$ cat src/rtl/mmio_rsp_mux.sv
// MMIO return path: tracks the single outstanding CPU access and produces a read-data,
// write-ack or error response from the decoder-selected slave.
module mmio_rsp_mux #(
    parameter int unsigned       DATA_W         = 32,
    parameter int unsigned       TIMEOUT_CYCLES = 16,
    parameter logic [DATA_W-1:0] ERR_DATA       = DATA_W'(32'hDEADBEEF)
) (
    input  logic              clk_i,
    input  logic              rst_i,
    input  logic              req_valid_i,
    output logic              req_ready_o,
    input  logic              req_we_i,
    input  logic              en_ram_i,
    input  logic              en_leds_i,
    input  logic              en_7_seg_lcd_i,
    input  logic              en_buttons_i,
    input  logic [DATA_W-1:0] ram_rdata_i,
    input  logic              ram_rvalid_i,
    input  logic [DATA_W-1:0] leds_rdata_i,
    input  logic [DATA_W-1:0] seg_rdata_i,
    input  logic [DATA_W-1:0] buttons_rdata_i,
    output logic              rsp_valid_o,
    output logic [DATA_W-1:0] rsp_rdata_o,
    output logic              rsp_err_o,
    input  logic              rsp_ready_i
);

    localparam int unsigned CNT_W = $clog2(TIMEOUT_CYCLES + 1);
    localparam logic [CNT_W-1:0] CNT_LAST = CNT_W'(TIMEOUT_CYCLES - 1);
    localparam logic [CNT_W-1:0] CNT_MAX  = {CNT_W{1'b1}};

    localparam logic [1:0] ST_IDLE = 2'd0;
    localparam logic [1:0] ST_WAIT = 2'd1;
    localparam logic [1:0] ST_RESP = 2'd2;

    logic [1:0]        state_q, state_d;
    logic [CNT_W-1:0]  cnt_q, cnt_d;
    logic              valid_q, valid_d;
    logic [DATA_W-1:0] rdata_q, rdata_d;
    logic              err_q, err_d;
    logic [2:0]        sel_cnt;

    assign sel_cnt = 3'(en_ram_i) + 3'(en_leds_i) + 3'(en_7_seg_lcd_i) + 3'(en_buttons_i);

    // Next-state and response payload
    always_comb begin
        state_d = state_q;
        cnt_d   = cnt_q;
        valid_d = valid_q;
        rdata_d = rdata_q;
        err_d   = err_q;
        case (state_q)
            ST_IDLE: begin
                if (req_valid_i) begin
                    if (sel_cnt != 3'd1) begin
                        state_d = ST_RESP;
                        valid_d = 1'b1;
                        err_d   = 1'b1;
                        rdata_d = ERR_DATA;
                    end else if (req_we_i) begin
                        state_d = ST_RESP;
                        valid_d = 1'b1;
                        err_d   = 1'b0;
                        rdata_d = '0;
                    end else if (en_ram_i) begin
                        state_d = ST_WAIT;
                        cnt_d   = '0;
                    end else begin
                        state_d = ST_RESP;
                        valid_d = 1'b1;
                        err_d   = 1'b0;
                        if (en_leds_i) begin
                            rdata_d = leds_rdata_i;
                        end else if (en_7_seg_lcd_i) begin
                            rdata_d = seg_rdata_i;
                        end else begin
                            rdata_d = buttons_rdata_i;
                        end
                    end
                end
            end
            ST_WAIT: begin
                // rvalid on the last counted cycle takes priority over the timeout
                if (ram_rvalid_i) begin
                    state_d = ST_RESP;
                    valid_d = 1'b1;
                    err_d   = 1'b0;
                    rdata_d = ram_rdata_i;
                end else if (cnt_q == CNT_LAST) begin
                    state_d = ST_RESP;
                    valid_d = 1'b1;
                    err_d   = 1'b1;
                    rdata_d = ERR_DATA;
                end else if (cnt_q != CNT_MAX) begin
                    cnt_d = cnt_q + CNT_W'(1);
                end
            end
            ST_RESP: begin
                if (rsp_ready_i) begin
                    state_d = ST_IDLE;
                    valid_d = 1'b0;
                    err_d   = 1'b0;
                    rdata_d = '0;
                end
            end
            default: begin
                state_d = ST_IDLE;
                valid_d = 1'b0;
                err_d   = 1'b0;
                rdata_d = '0;
            end
        endcase
    end

    always_ff @(posedge clk_i) begin
        if (rst_i) begin
            state_q <= ST_IDLE;
            cnt_q   <= '0;
            valid_q <= 1'b0;
            rdata_q <= '0;
            err_q   <= 1'b0;
        end else begin
            state_q <= state_d;
            cnt_q   <= cnt_d;
            valid_q <= valid_d;
            rdata_q <= rdata_d;
            err_q   <= err_d;
        end
    end

    assign req_ready_o = (state_q == ST_IDLE);
    assign rsp_valid_o = valid_q;
    assign rsp_rdata_o = rdata_q;
    assign rsp_err_o   = err_q;

endmodule

$ cat config.mk
export PLATFORM = sky130hd
export DESIGN_NAME = mmio_rsp_mux
export DESIGN_NICKNAME = d
export VERILOG_FILES = /design/src/rtl/mmio_rsp_mux.sv
export SDC_FILE = /design/constraint.sdc
export NUM_CORES = 1
export LEC_CHECK = 0
export CORE_ASPECT_RATIO = 0.75
export CORE_MARGIN = 2
export CORE_UTILIZATION = 31
export CTS_CLUSTER_DIAMETER = 40
export DETAILED_ROUTE_END_ITERATION = 8
export HOLD_SLACK_MARGIN = 0.15
export PLACE_DENSITY = 0.71
export SYNTH_ARGS = -nofsm -noshare
export SYNTH_HDL_FRONTEND = slang
export SYNTH_SLANG_ARGS = --single-unit
$ cat constraint.sdc
create_clock -name clk_i -period 9.7 [get_ports clk_i]
set_input_delay 2.425 -clock clk_i [delete_from_list [all_inputs] [get_ports clk_i]]
set_output_delay 2.425 -clock clk_i [all_outputs]
set_load 0.02 [all_outputs]
# Word-level counts from Yosys, hierarchy flattened
# Cells that the tools add are included.
# W data, S select, Z words.
[word_totals]
ff_bits = 41
inputBits = 138
wordCells = 69
[classes]
addsub = 4
eq_ne = 15
n_mux = 40
n_reduce_logical = 5
[op_table]
columns = ["operator", "count"]
rows = [
  ["$mux W32", 9],
  ["$pmux W32 S3", 1],
  ["$mux W5", 7],
  ["$mux W2", 7],
  ["$ne A2 B2 Y1 const B", 7],
  ["$mux W1", 12],
  ["$pmux W5 S2", 1],
  ["$reduce_and A8 Y1", 1],
  ["$pmux W1 S3", 2],
  ["$pmux W2 S3", 1],
  ["$add A5 B1 Y5 const B", 1],
  ["$eq A5 B4 Y1 const B", 1],
  ["$ne A5 B5 Y1 const B", 1],
  ["$ne A4 B3 Y1 const B", 1],
  ["$reduce_and A4 Y1", 1],
  ["$add A2 B1 Y3", 1],
  ["$add A3 B1 Y3", 1],
  ["$ne A3 B1 Y1 const B", 1],
  ["$ne A3 B3 Y1 const B", 1],
  ["$reduce_and A3 Y1", 1],
  ["$add A1 B1 Y2", 1],
  ["$eq A2 B1 Y1 const B", 1],
  ["$eq A2 B2 Y1 const B", 1],
  ["$logic_not A2 Y1", 1],
  ["2 further kinds", 2],
]

# Depth between registers and ports, before layout
[logic_depth]
word_depth = 7
depth_mapped = 13
depth_no_buf = 9

# Least setup slack after synthesis
# No wires, ideal clock.
[synth_timing]
kind = "in2reg"
from = "in en_leds_i"
to = "reg rdata_q[10] (netlist: rsp_rdata_o[10])"
arrival_time_ps = 4969
t_required_ps = 9630
path_slack_ps = 4660
path_stages = 13
n_path_buf = 4
path_cell_list = "buf_2 > clkbuf_1 > inv_1 > fa_1 > inv_1 > ha_1 > ha_1 > and4bb_1 > and2_1 > buf_2 > buf_2 > a311o_1 > a21oi_1"
[synth_via]
elab_chain_cells = 7
[synth_lines]
columns = ["item", "line_no", "text"]
rows = [
  ["start: declaration", "14", "input logic en_leds_i,"],
  ["$add A1 B1 Y2", "43", "assign sel_cnt = 3'(en_ram_i) + 3'(en_leds_i) + 3'(en_7_seg_lcd_i) + 3'(en_buttons_i);"],
  ["$add A2 B1 Y3", "43", ""],
  ["$add A3 B1 Y3", "43", ""],
  ["$ne A3 B1 Y1", "55", "if (sel_cnt != 3'd1) begin"],
  ["$mux W32", "55", ""],
  ["$mux W32", "54", "if (req_valid_i) begin"],
  ["$pmux W32 S3", "52", "case (state_q)"],
  ["end signal: assignment", "126", "rdata_q <= rdata_d;"],
  ["end: declaration", "39", "logic [DATA_W-1:0] rdata_q, rdata_d;"],
]
# Several ways; a longest one is shown, not always the timed one. The select of a mux whose other input is x is not followed.
# A chain may end at the register's enable or synchronous reset.

# Final worst setup path
[layout_timing]
from = "in en_leds_i"
to = "reg rdata_q[26] (netlist: rsp_rdata_o[26])"
# The elaborated chain is that of the path after synthesis.

==> impl.org <==
** Global routing
- Vias in the first global route :: 3063
- GR Util All Layers :: between 10% and 20%
- Final global-route overflow total :: 0
- Number of antenna violations at the first check in global routing :: 0
- Largest net degree at the start of global routing :: 66
- The first global-routing pass estimated 14.88 mm of wire.

** STA
- Fin. max-slew vios :: 0
- The tightest hold path in the finished design has a slack of 0.4601 ns.
- For the final database, setup skew stands at ~0.0036 ns.
- Final TNS setup :: 0 ns
- The worst pin sits at a relative slew slack of 18.46%.
- Based on the critical path, the design can be clocked at up to approximately 180 MHz.
- Setup slack on the critical path of the routed design comes to between 4 and 5 ns.
- At the pin with the least slew margin, the transition time is 1.216 ns.
- Final worst path period need :: 5.576 ns
- Setup repair after global routing left no endpoint under its margin.
- The number of hold violations in the final report came to 0.
- Setup violations remaining at the end of the flow were counted as 0.
- Period utilisation layout :: 57.49%

** Yosys
- Number of enable-type register cells in the synthesized netlist :: 0
- Yosys warns :: 0
- In this run, distinct cell masters in the synthesized netlist total 46.
- Synth Flop Type :: sky130_fd_sc_hd__dfxtp_1
- In this run the cell area of the synthesized design comes to about 0.0028 mm^2.
- Average cell area after synthesis :: 8.535 um^2
- The commonest cells after synthesis are 41 x sky130_fd_sc_hd__dfxtp_1, 33 x sky130_fd_sc_hd__nand2_1, 21 x sky130_fd_sc_hd__a21oi_1, 21 x sky130_fd_sc_hd__o21ai_0.
- In the synthesized netlist the async set-or-reset flop fraction comes to 0%.
- By instance count, the leading cell after synthesis is sky130_fd_sc_hd__dfxtp_1.
- Synth area leaders :: sky130_fd_sc_hd__dfxtp_1 29%, sky130_fd_sc_hd__mux2i_1 6.4%, sky130_fd_sc_hd__o2bb2ai_1 5.6%
- Of the post-synthesis cell area, the dominant cell type holds 29.05%.
- Cell count after synthesis :: 331
- The synthesized design contains between 40 and 50 register bits.
- sky130_fd_sc_hd__dfxtp_1 takes more of the synthesized area than any other cell.
- For this run, the register share of the synthesized area comes to between 20 and 30%.
- Post-Synthesis Net Count :: ~480

** Worst setup path
- Critical Path End Type :: flop
- In this run the worst path has a maximum fanout of 65.
- Walking the worst path, the cells encountered are buf_2 -> buf_4 -> inv_1 -> fa_1 -> inv_1 -> ha_1 -> ha_1 -> and4bb_1 -> and2_1 -> o21ai_0 -> a21oi_1.
- R2r worst-path depth :: 4
- The worst setup path is launched from an input port.
- Worst EP arrival :: 5.77 ns
- The critical path is of the input port to flop type.
- Among all stages on the critical path, the largest delay is contributed by sky130_fd_sc_hd__and2_1.
- For this run, the slowest stage of the critical path takes 0.82 ns.
- STA puts the critical path data required time at slightly below 10 ns.

** Routing
- The detailed router placed a little over 3k vias in this run.
- Routed metal-1 wirelength :: 4.318 mm
- In the routed layout, each cell is associated on average with a via count of roughly 5.2.
- Top sig layer :: met4
- Wires add up to between 9 and 10 mm.
- Routed length per placed instance :: roughly 16 um
- Met2 wire length :: 4.519 mm
- Residual antenna-violating net count after detailed routing :: 0
- The first detailed-routing pass took 4 iterations.
- After detailed routing, the number of remaining DRC violations is 0.
- DRC violation total after the first TritonRoute iteration :: 116
- Detailed routing placed a total of 479 um of wire on met3.

** Power and ir drop
- Summed over all cells, the static leakage comes to 1.675 nW.
- Post-layout power :: between 0.6 and 0.7 mW
- IR analysis of the VDD net gives a maximum drop of approximately 73 uV.
- Power spread over the standard cell area amounts to 132.5 mW/mm^2.

** Clock network
- TritonCTS clock tree :: built
- Count of hold buffers inserted by post-cts repair :: 0
- CTS Root Buffer Type :: sky130_fd_sc_hd__clkbuf_16
- The later pin in the worst-skew pair is clocked with a latency of 0.28 ns.
- After clock tree synthesis, the repair step resized 0 gates.
- Clock tree synthesis inserted a total of 5 buffers.
- The clock net in this run drives a total of 41 sinks.
- H-tree depth :: 2
- The clock passes through at most 2 buffers.
- Clock slew at the register clock pins of the worst setup and hold paths :: 0.06 ns
- After clock tree synthesis, the setup repair step added 0 buffers.

** Place
- Detailed placement finished with a half-perimeter wire length of between 7 and 8 mm.
- OpenSTA, run right after detailed placement, puts the worst setup slack at ~3.9 ns.
- Cell count after placement :: 584
- Number of port buffers :: 172
- At the end of routability-driven placement, the weighted congestion stood at about 0.8.
- Summing all placed instances gives a cell area of between 0.004 and 0.005 mm^2.

** Final layout
- With fillers left out, the area of the finished cells amounts to 0.004642 mm^2.
- Layout area overhead :: 64.30%
- At the end of the flow, the number of nets in the layout was 623.
- Layout Utilization :: 51.96%
- Antenna Diode Count :: 0
- Fraction of final layout cells with drive strength greater than 1 :: 5.625%
- Leaving out filler cells and counting taps, the final layout contains between 500 and 600.
- The sequential cells in the finished layout cover a total of between 800 and 900 um^2.
- Filler Cells Inserted :: 892
- Summing all multi-input logic gate instances after layout gives between 0.0015 and 0.002 mm^2.

** Floorplan
- The core region is approximately 0.0089 mm^2.
- The initialized floorplan defines 30 standard-cell rows.
- 173 I/O pins were placed.
- Y dimension of the die :: 86.68 um
- The die covers roughly 0.01 mm^2.
- Initial Utilization :: 31.62%
- The die is between 100 and 150 um wide.

** Run
- Max Cap Viol :: 0

** Min path
- In this run the worst hold path is classified as flop to flop.
- Number of stages on the worst hold path :: 1

** Run status
- The run finished with clean final reports.
-- power by group --
group | internal (mW) | total [mW] | switching [mW]
logic | 0.135 | 0.252 | 0.117
clock network | 0.0944 | 0.156 | 0.0618
registers | 0.191 | 0.207 | 0.0157
-- cell families after synthesis --
group | Yosys count | share of synthesized area [%]
muxes | 33 | 12.49
AOI/OAI and AO/OA | 132 | 33.26
DFF | 41 | 29.05
adders and majority gates | 6 | 2.923
and+or+nand+nor | 77 | 14.13
buffers and inverters | 42 | 8.148
-- metal layers --
metal,track usage [%],up-vias
met5,0,-
met4,4.324,0
met3,3.497,8
met2,31.71,93
met1,24.10,1459
li1,-,1537
-- path summary, 6_finish.rpt --
| check | from | to | slack (ns) |
|---|---|---|---|
| hold reg to reg | rsp_rdata_o[28]$_SDFFE_PP0P_ | rsp_rdata_o[28]$_SDFFE_PP0P_ | 0.46 |
| hold / removal | rsp_rdata_o[28]$_SDFFE_PP0P_ | rsp_rdata_o[28]$_SDFFE_PP0P_ | 0.46 |
| setup reg to reg | state_q[0]$_SDFFE_PP0P_ | rsp_valid_o$_SDFFE_PP0P_ | 7.18 |
| setup / recovery | en_leds_i | rsp_rdata_o[26]$_SDFFE_PP0P_ | 4.12 |
-- registers in the layout, summed over array words and instances, names as in the netlist --
name         flops
rsp_valid_o      1
rsp_rdata_o     32
cnt_q            5
rsp_err_o        1
state_q          2
-- cell usage in the layout (no fill, tap or decap), drive strengths merged, types with 2 or more instances in the layout --
master           n
ha               5
mux2i           18
a221oi          10
inv              8
buf              5
dfxtp           41
clkbuf           6
mux2            15
a21oi           21
nand2b          16
clkdlybuf4s50  170
nand2           34
a21o             2
nor3             2
nand3            6
a311o           14
nor2             6
and2             2
o2bb2ai         19
clkinv           2
o21a             2
a22oi            8
o21ai           36
o211ai          15
and3             3
-- critical path, delay by kind of cell --
family / cells / cell delay [ns]
buffers and inverters: 4 / 0.70
adders and majority gates: 3 / 1.02
AOI/OAI and AO/OA: 2 / 0.39
and+or+nand+nor: 2 / 1.17
-- cell type report --
cell class                      instances  share of cell area [%]
Clock inverter                          2                  0.2156
Inverter                                8                  0.6469
Clock buffer                            6                   2.776
Multi-Input combinational cell        248                   38.30
Sequential cell                        41                   17.68
Tap cell                              112                   3.019
Timing Repair Buffer                  175                   37.36
Note: power is estimated with default switching activity, not from simulation.
